### config.mk
export PLATFORM = sky130hd
export DESIGN_NAME = psram_arbiter
export DESIGN_NICKNAME = d
export VERILOG_FILES = /design/src/rtl/psram_arbiter.sv
export SDC_FILE = /design/constraint.sdc
export NUM_CORES = 1
export LEC_CHECK = 0
export ABC_CLOCK_PERIOD_IN_PS = 2900
export CAP_MARGIN = 30
export CELL_PAD_IN_SITES_DETAIL_PLACEMENT = 2
export CELL_PAD_IN_SITES_GLOBAL_PLACEMENT = 2
export CORE_ASPECT_RATIO = 0.9
export CORE_MARGIN = 1
export CORE_UTILIZATION = 31
export DETAILED_ROUTE_END_ITERATION = 12
export HOLD_SLACK_MARGIN = 0.12
export PLACE_DENSITY_LB_ADDON = 0.15
export SETUP_SLACK_MARGIN = 0.1
export SLEW_MARGIN = 30
export SYNTH_ARGS = -nofsm -noshare
export SYNTH_HDL_FRONTEND = slang
export SYNTH_SLANG_ARGS = --single-unit
### constraint.sdc
create_clock -name clk -period 2.9 [get_ports clk]
set_input_delay 0.435 -clock clk [delete_from_list [all_inputs] [get_ports clk]]
set_output_delay 0.435 -clock clk [all_outputs]
set_load 0.05 [all_outputs]
### src/rtl/psram_arbiter.sv
// Two-client PSRAM command arbiter with round-robin tie-break, a minimum command gap and a grant watchdog.
// Commands pass straight through from the active owner; address, command and write data hold between grants.
module psram_arbiter #(
  parameter int MEMORY_BURST   = 32,
  parameter int CMD_GAP        = 4,
  parameter int TIMEOUT_CYCLES = 1024
) (
  input  logic        clk,
  input  logic        reset_n,
  input  logic        calib_done,
  input  logic        rd_rq,
  input  logic [20:0] rd_addr,
  input  logic        rd_en,
  output logic        rd_ack,
  input  logic        wr_rq,
  input  logic [20:0] wr_addr,
  input  logic        wr_en,
  input  logic [31:0] wr_data,
  output logic        wr_ack,
  output logic        mem_cmd,
  output logic        mem_cmd_en,
  output logic [20:0] mem_addr,
  output logic [31:0] mem_wr_data,
  output logic        busy,
  output logic        timeout_err
);

  if (CMD_GAP < 1 || CMD_GAP > 63 || TIMEOUT_CYCLES < 2 || TIMEOUT_CYCLES > 65535 || MEMORY_BURST < 1)
  begin : g_param_range
    $error("psram_arbiter: parameter out of range");
  end

  localparam logic [2:0] S_WAIT_CALIB = 3'd0;
  localparam logic [2:0] S_IDLE       = 3'd1;
  localparam logic [2:0] S_RD_GRANT   = 3'd2;
  localparam logic [2:0] S_RD_ACTIVE  = 3'd3;
  localparam logic [2:0] S_WR_GRANT   = 3'd4;
  localparam logic [2:0] S_WR_ACTIVE  = 3'd5;
  localparam logic [2:0] S_GAP        = 3'd6;

  localparam logic [5:0]  GAP_LOAD  = 6'(CMD_GAP - 1);
  localparam logic [15:0] WDOG_LAST = 16'(TIMEOUT_CYCLES - 1);

  logic [2:0]  state_q, state_d;
  logic [5:0]  gap_q, gap_d;
  logic [15:0] wdog_q, wdog_d;
  logic        last_wr_q, last_wr_d;
  logic        err_q, err_d;
  logic        calib_lost_q, calib_lost_d;
  logic        rd_ack_q, rd_ack_d;
  logic        wr_ack_q, wr_ack_d;
  logic        cmd_q;
  logic [20:0] addr_q;
  logic [31:0] wdata_q;
  logic        rd_act, wr_act;

  assign rd_act = (state_q == S_RD_ACTIVE);
  assign wr_act = (state_q == S_WR_ACTIVE);

  always_comb begin
    state_d      = state_q;
    gap_d        = gap_q;
    wdog_d       = wdog_q;
    last_wr_d    = last_wr_q;
    err_d        = err_q;
    calib_lost_d = calib_lost_q | ~calib_done;
    rd_ack_d     = 1'b0;
    wr_ack_d     = 1'b0;
    case (state_q)
      S_WAIT_CALIB: begin
        calib_lost_d = 1'b0;
        if (calib_done) state_d = S_IDLE;
      end
      S_IDLE: begin
        // On a tie the class not served last wins.
        if (!calib_done) begin
          state_d = S_WAIT_CALIB;
        end else if (wr_rq && (!rd_rq || !last_wr_q)) begin
          state_d  = S_WR_GRANT;
          wr_ack_d = 1'b1;
        end else if (rd_rq) begin
          state_d  = S_RD_GRANT;
          rd_ack_d = 1'b1;
        end
      end
      S_RD_GRANT: begin
        last_wr_d = 1'b0;
        wdog_d    = '0;
        state_d   = S_RD_ACTIVE;
      end
      S_WR_GRANT: begin
        last_wr_d = 1'b1;
        wdog_d    = '0;
        state_d   = S_WR_ACTIVE;
      end
      S_RD_ACTIVE, S_WR_ACTIVE: begin
        wdog_d = wdog_q + 16'd1;
        if (!(rd_act ? rd_rq : wr_rq)) begin
          state_d = S_GAP;
          gap_d   = GAP_LOAD;
        end else if (wdog_q == WDOG_LAST) begin
          err_d   = 1'b1;
          state_d = S_GAP;
          gap_d   = GAP_LOAD;
        end
      end
      S_GAP: begin
        if (gap_q == 6'd0) begin
          state_d = (calib_lost_q || !calib_done) ? S_WAIT_CALIB : S_IDLE;
        end else begin
          gap_d = gap_q - 6'd1;
        end
      end
      default: state_d = S_WAIT_CALIB;
    endcase
  end

  always_ff @(posedge clk or negedge reset_n) begin
    if (!reset_n) begin
      state_q      <= S_WAIT_CALIB;
      gap_q        <= '0;
      wdog_q       <= '0;
      last_wr_q    <= 1'b0;
      err_q        <= 1'b0;
      calib_lost_q <= 1'b0;
      rd_ack_q     <= 1'b0;
      wr_ack_q     <= 1'b0;
      cmd_q        <= 1'b0;
      addr_q       <= '0;
      wdata_q      <= '0;
    end else begin
      state_q      <= state_d;
      gap_q        <= gap_d;
      wdog_q       <= wdog_d;
      last_wr_q    <= last_wr_d;
      err_q        <= err_d;
      calib_lost_q <= calib_lost_d;
      rd_ack_q     <= rd_ack_d;
      wr_ack_q     <= wr_ack_d;
      if (rd_act) begin
        cmd_q  <= 1'b0;
        addr_q <= rd_addr;
      end else if (wr_act) begin
        cmd_q   <= 1'b1;
        addr_q  <= wr_addr;
        wdata_q <= wr_data;
      end
    end
  end

  // Only the current owner's strobe can reach the controller.
  assign mem_cmd_en  = (rd_act & rd_en) | (wr_act & wr_en);
  assign mem_cmd     = wr_act ? 1'b1 : (rd_act ? 1'b0 : cmd_q);
  assign mem_addr    = wr_act ? wr_addr : (rd_act ? rd_addr : addr_q);
  assign mem_wr_data = wr_act ? wr_data : wdata_q;
  assign busy        = (state_q != S_IDLE);
  assign timeout_err = err_q;
  assign rd_ack      = rd_ack_q;
  assign wr_ack      = wr_ack_q;

endmodule

* After elaboration in Yosys (flattened, before gate mapping) *
Index checks and enable logic that the tools add are counted.
Widths: inputs -> output; s select.

word-level totals
  output and inout port bits = 59
  bits in registers = 84
  input port bits = 81
  logic and storage cells = 81

cells by class
  reductions and logical operators = 17
  multiplexer cells = 33
  add/subtract/negate cells = 2
  equality and inequality tests = 13
  bitwise operators = 5

operators by type and width
  cell                   count
  $mux 21                4
  $mux 32                1
  $pmux 16 s2            1
  $mux 3                 7
  $mux 6                 3
  $pmux 3 s6             1
  $add 16x1->16 const B  1
  $eq 16x10->1 const B   1
  $mux 1                 14
  $pmux 6 s2             1
  $eq 3x3->1 const B     3
  $reduce_bool 2->1      4
  $eq 3x2->1 const B     2
  $logic_not 6->1        1
  $ne 2x2->1 const B     3
  $reduce_and 3->1       2
  $sub 6x1->6 const B    1
  $ne 4x4->1 const B     1
  $reduce_and 4->1       1
  $reduce_or 2->1        2
  $eq 3x1->1 const B     1
  $logic_not 1->1        3
  $logic_not 3->1        1
  $ne 3x1->1 const B     1
  other kinds (7)        10

* Longest topological paths before layout *
Gate-level depths: netlist (run 1).

  depth after elaboration = 6
  gate-level depth with buffers = 6
  mapped depth without buffers = 6

* Worst setup path after synthesis (run 1) *
OpenSTA, ideal clock, no wires.

  path kind = register to output
  from = reg state_q[1]
  to = out mem_cmd
  setup slack = 530 ps
  cell stages (with the launch flop) = 7
  required time = 2,465 ps
  buffers on the path = 3
  arrival time = 1,935 ps
  cells stage by stage = dfrtp_1 and3b_1 clkbuf_1 buf_2 buf_2 nor2_1 nor2_1

between the ends
  longest elaborated chain between the ends = 3
  elaborated cells between the ends (all ways) = 4
  classes of those cells = eq/ne: 2; mux: 2

RTL lines
  what                    line  source
  start, declared         44    logic [2:0] state_q, state_d;
  start signal, assigned  132   state_q <= state_d;
  $eq 3x2->1              57    assign rd_act = (state_q == S_RD_ACTIVE);
  $mux 1                  153   assign mem_cmd = wr_act ? 1'b1 : (rd_act ? 1'b0 : cmd_q);
  $mux 1 (*)              153
  end, declared           20    output logic mem_cmd,

Mark *: on every way between the ends. The rest lies on a longest branch, timed or not.

* Worst setup path after layout (run 1) *
  from = reg state_q[1]
  to = out mem_wr_data[20]

between the ends
  longest elaborated chain between the ends = 2

RTL lines
  what           line  source
  $eq 3x3->1     58    assign wr_act = (state_q == S_WR_ACTIVE);
  $mux 32        -
  end, declared  23    output logic [31:0] mem_wr_data,

No other way between the ends.

==> flow_summary.toml, run 1 <==
[setup_path]
crit_path_max_fanout = 88
crit_type = "register to output port"
start_kind = "register"
cp_top_family = "buffers and inverters"
cp_cell_sequence = "and3b_4 > buf_12 > mux2_2 > buf_4"
cp_slowest_stage_delay_ps = 490
path_buf_inv = 2
critPathCaptureType = "output port"
required_ps = 2470
cpMaxStageDelayCell = "dfrtp_1"
worst_ep_arrival_time_ps = 2230

[yosys]
synthAdderAreaFrac = 0.008628
synthXorXnorAreaFrac = 0.002013
ys_types = 45
synth_compound_area_frac = 0.1311
yosysTopAreaCell = "dfrtp_1"
synthCells = 411
synth_fp_nets = 495
ys_ff_latch = 84
synth_top_area_share = 0.4832
synth_edf_count = 0
ys_warn_count = 0
yosys.area_share.simple = 0.1608
muxShareOfSynthArea = 0.1809
postSynthAreaPerCell_um2 = 10.58
synth_top_family_by_area = "multiplexers"
synth_area_mm2 = 0.004350
async_flop_share = 1.000
synth-main-ff-cell = "dfrtp_1"
ys_seq_area_frac = 0.4832
synth.area.top_cells = "dfrtp_1 (48%), mux2_2 (18%), nand2_1 (6.6%)"

[grt]
grtUsageTotal = 0.1937
grt_pass1_vias = 4014
use_met3 = 0.05093
overflow = 0
grt-busiest-layer = "met2"
grt_max_degree = 89
grt_util_met2 = 0.3436
antenna_found_initial = 0
use_met1 = 0.2326
grt_pass1_wl_um = 21650

[power_and_ir_drop]
switching_share = 0.4907
irDropWorstVdd_mv = 0.5670
p_total_mw = 9.098
p_switching_mw = 4.465
cellInternalPower_mw = 4.633
leakagePower_nw = 2.874
pwr_density_cell_mw_per_mm2 = 1433
p_seq_frac = 0.212
combPwrFrac = 0.664
clkPwrFrac = 0.124

[final_layout]
final_area_mm2 = 0.006349
drive_above_1_share = 0.2911
n_antenna_cell = 0
fill_cells = 1410
area_delta_synth_final_pct = 45.93
fin_cells = 721
nNetsFinal = 632

[status]
status = "finished, final reports clean"

[clock_tree]
cts.sinks = 84
postCtsSetupBuffers = 0
htree_levels = 3
clk_path_buf_depth = 2
cts_buffers = 9
ctsHoldBuffers = 0
cts_root_buf = "clkbuf_16"
clkTransAtPathRegs_ps = 70
cts_resized = 0
cts_tree = "built"
clock_latency_ps = 350

[sta]
slew_viol_final = 0
worstMarginPinSlew_ps = 771.5
fin_skew_ps = 6.814
timing.hold.ws_ps = 93.01
fin_crit_sh = 0.9185
hold_violations = 0
slew-limit-headroom = 0.4802
rsz0062_at_grt = "false"
min_period_ps = 2664
setup_viol = 0
setup_tns_ps = 0
fmax_ghz = 0.3754

[floorplanning]
fp.coreArea_mm2 = 0.01351
row_count = 40
num_io_pins = 140
fp.dieH_um = 114.4
initial_core_util = 0.3219
dieWidth_um = 126.9
die_area_mm2 = 0.01451

[placement]
dp.cells = 705
gp_congestion = 0.7099
placement.io_buffers = 139
dpl.hpwl_um = 9837
place_area_mm2 = 0.006052

[detailed_routing]
drtAntennaViolNets = 0
wl_per_cell_um = 18.64
drt_iter0_markers = 142
routed-via-count = 3729
drc = 0
firstDrtPassIters = 4
via_per_inst = 5.172
routed_wl_um = 13440

[run]
maxCapViolCount = 0

[min_path]
min_path_type = "primary input to asynchronous set/reset pin"
## cells in the mapped netlist (2+ instances only)
library cell  instances
buf_2                11
mux2_2               69
a211o_1               2
nor4_1                2
nand2b_1              3
a31oi_1               6
buf_6                 4
and3b_1               4
dfrtp_1              84
a22oi_1              22
inv_1                 5
nor3_1                9
nor3b_1               4
nand2_1              76
nand3_1               7
ha_1                  3
nor2_1               21
a21oi_1              11
or2_2                 2
and3_1                4
o22ai_1               2
a22o_1               11
a21o_1                3
or3_1                 2
nor2b_1               5
o21ai_0              10
clkbuf_1              7
o31ai_1               5
## worst reg2reg max path: stages (launching register included)
cell and delay [ps]:
dfrtp_1 520, buf_4 220, and3b_1 170, o21ai_0 620
o211ai_2 220, o31ai_1 290
## layout by cell type, fill, tap and decap left out, types with 3 or more instances in the layout
master           Yosys  final
inv_1                5      5
o31ai_1              5      5
nor3_1               9      9
inv_6                0      4
nand2_1             76     76
and3b_1              4      3
clkbuf_16            0      9
a21oi_1             11     11
buf_4                0     41
nor2_1              21     21
nor2b_1              5      5
clkdlybuf4s50_1      0     83
buf_12               0     23
nand2b_1             3      3
a22oi_1             22     22
a21o_1               3      3
a31oi_1              6      6
mux2_2              69     69
a22o_1              11     11
dfrtp_1             84     83
and3_1               4      4
nand3_1              7      7
nor3b_1              4      4
ha_1                 3      3
o21ai_0             10     10
## stage by stage
step	utilization	worst slack, ps
2_1_floorplan	-	529.9
3_3_place_gp	0.4479	604.1
3_5_place_dp	0.4479	576.1
4_1_cts	0.4694	215.8
5_1_grt	0.4698	150.4
6_report	0.4698	236.3
## layout make-up
cell class | instances | area [µm²] | share of cell area
well taps | 168 | 210.2 | 0.03311
flip-flops and latches | 84 | 2103 | 0.3313
multi-input cells | 300 | 2115 | 0.3331
repair buffers | 148 | 1610 | 0.2536
clock inverters | 7 | 66.31 | 0.01045
inverters | 5 | 18.77 | 0.002956
clock buffers | 9 | 225.2 | 0.03547
## state kept, by name, indices dropped and copies added (netlist names)
name	count
gap_q	6
addr_q	21
calib_lost_q	1
wdog_q	16
cmd_q	1
wdata_q	32
last_wr_q	1
timeout_err	1
state_q	3
wr_ack	1
rd_ack	1
## kinds of logic (layout without fill, tap and decap cells)
logic type	after synthesis	in the layout
compound gates	80	80
simple gates	146	146
xor+xnor	1	1
fa+ha+maj	3	3
buf+inv	27	169
flops	84	84
mux	70	70
## final timing paths
check	cells past startpoint	to	slack [ps]	start
hold reg to reg	1	timeout_err	480	timeout_err
min in group clk	1	timeout_err	480	timeout_err
setup reg to reg	5	state_q[2]	770	state_q[1]
setup / recovery	4	mem_wr_data[20]	240	state_q[1]
hold / removal	1	rd_ack	90	reset_n
max in group asynchronous	2	wdog_q[0]	2180	reset_n
## power groups by stage
| stage | logic (mW) | registers (mW) | clock network (mW) |
|---|---|---|---|
| finish | 6.04 | 1.93 | 1.13 |
| global route | 6.39 | 1.99 | 1.21 |
| CTS | 6.12 | 1.93 | 1.18 |
| detailed placement | 6.08 | 1.94 | 0 |
| global placement | 5.93 | 1.90 | 0 |
| floorplan | 3.84 | 1.83 | 0 |
## routing by layer
layer	wire [µm]	up-vias
met3	567	15
li1	-	1761
met4	205	0
met1	5855	1871
met2	6814	82
met5	0	-
(Power assumes the default switching activity.)
==> run 2, diff against run 1 <==
- PLACE_DENSITY_LB_ADDON: 0.15 -> 0.1
==> run 2 against run 1 <==
Compared with the run above:
- worst setup slack gained 120 ps
- combinational power grew 1%
- first-iteration DRC count shrank 9.2%
- critical endpoint is now mem_addr[18]
- hold slack gained 22 ps
- critical path depth grew 2
- wire length grew 3.9%
- global-route usage grew 0.94 points
- critical path type unchanged
==> flow_summary.toml, run 2 (same netlist as run 1, synthesis figures left out) <==
[setup_path]
cp_slowest_stage_delay_ps = 420
cp_cell_sequence = "buf_4 > and3b_1 > buf_4 > a22oi_1 > nand2_1 > buf_12"
cpMaxStageDelayCell = "dfrtp_1"
start_kind = "register"
crit_path_max_fanout = 19
r2r_slack_ps = 820
required_ps = 2470
critPathLaunch = "state_q[2]"
worstReg2RegStart = "state_q[1]"
path_buf_inv = 3
cp_top_family = "buffers and inverters"
crit_type = "register to output port"
crit_top_cell = "buf_4"
worst_ep_arrival_time_ps = 2110
critPathCaptureType = "output port"

[clock_tree]
clock_latency_ps = 340
htree_levels = 3
cts_tree = "built"
postCtsSetupBuffers = 0
cts_buffers = 9
ctsHoldBuffers = 0
cts_resized = 0
cts_root_buf = "clkbuf_16"
clk_path_buf_depth = 2
clkTransAtPathRegs_ps = 60
cts.sinks = 84

[final_layout]
largest_reg_flops = 32
area_delta_synth_final_pct = 46.71
drive_above_1_share = 0.2901
largestRegisters = "wdata_q: 32 flops, addr_q: 21 flops, wdog_q: 16 flops"
n_antenna_cell = 0
nNetsFinal = 634
layout_common_cells = "dfrtp_1 (84), clkdlybuf4s50_1 (83), nand2_1 (76)"
regMostFlops = "wdata_q"
fin_cells = 723
final_common_cell = "dfrtp_1"
postLayoutCoreUtil = 0.4723

[detailed_routing]
drt_iter0_markers = 129
firstDrtPassIters = 4
routed-via-count = 3772
drc = 0
wl_per_cell_um = 19.31
via_per_inst = 5.217
drtAntennaViolNets = 0
routed_wl_um = 13960

[sta]
worstMarginPinSlew_ps = 708.8
fin_skew_ps = 5.531
fmax_ghz = 0.3931
fin_crit_sh = 0.8773
hold_violations = 0
rsz0062_at_grt = "false"
setup_tns_ps = 0
slew_viol_final = 0
worst_slack_ps = 355.8
min_period_ps = 2544
slew-limit-headroom = 0.5252
setup_viol = 0

[grt]
grt_max_degree = 49
grtUsageTotal = 0.2032
grt_pass1_vias = 4170
grt_util_met2 = 0.3491
antenna_found_initial = 0
use_met3 = 0.05748
overflow = 0
grt-busiest-layer = "met2"
use_met1 = 0.2493
grt_pass1_wl_um = 22640

[power_and_ir_drop]
p_total_mw = 9.114
pwr_density_cell_mw_per_mm2 = 1428
irDropWorstVdd_mv = 0.4743
leakagePower_nw = 2.894

[floorplanning]
initial_core_util = 0.3219
fp.dieH_um = 114.4
dieWidth_um = 126.9
die_area_mm2 = 0.01451
row_count = 40
fp.coreArea_mm2 = 0.01351
num_io_pins = 140

[placement]
placement.io_buffers = 139
gp_congestion = 0.7553
dp.cells = 707
dpl.hpwl_um = 10480
pre_cts_ws_ps = 638.8

[run]
maxCapViolCount = 0

[status]
status = "finished, final reports clean"

[min_path]
min_path_type = "primary input to asynchronous set/reset pin"
[run 2: report_power, final]
part	total (mW)	leakage (nW)	switching, mW	internal [mW]
clock	1.12	0.138	0.471	0.650
sequential	1.87	1.05	0.233	1.64
combinational	6.12	1.70	3.67	2.44
total	9.11	2.89	4.38	4.74
[run 2: layer usage]
metal,part of all wire,routed length [µm]
met5,0,0
met2,0.49,6859
met4,0.017,232
met1,0.44,6179
met3,0.049,689
[run 2: cell type report]
class | count | area [µm²]
fillers | 1408 | 7131
multi-input cells | 300 | 2115
flip-flops and latches | 84 | 2102
repair buffers | 150 | 1647
clock buffers | 13 | 270.3
well taps | 168 | 210.2
clock inverters | 3 | 20.02
inverters | 5 | 18.77
[run 2: path summary, 6_finish.rpt]
path,endpoint,cells after the start
max,mem_addr[18],6
max in group asynchronous,wdata_q[15],2
max reg2reg,wdog_q[9],6
min in group clk,timeout_err,1
min reg2reg,timeout_err,1
min,wdata_q[19],1
[run 2: through the flow]
step	instance area [µm²]	hold slack, ps
global route	6382	164.0
global placement	6092	454.4
finish	6382	115.4
detailed placement	6092	461.9
floorplan	4350	139.4
CTS	6382	142.0
[run 2: worst reg2reg max path, cell delays in order, from the launching register on]
cell     delay [ps]
dfrtp_1         380
buf_4           190
xnor2_2         590
buf_4           330
nor2_1           60
mux2_2          260
a22o_1          170
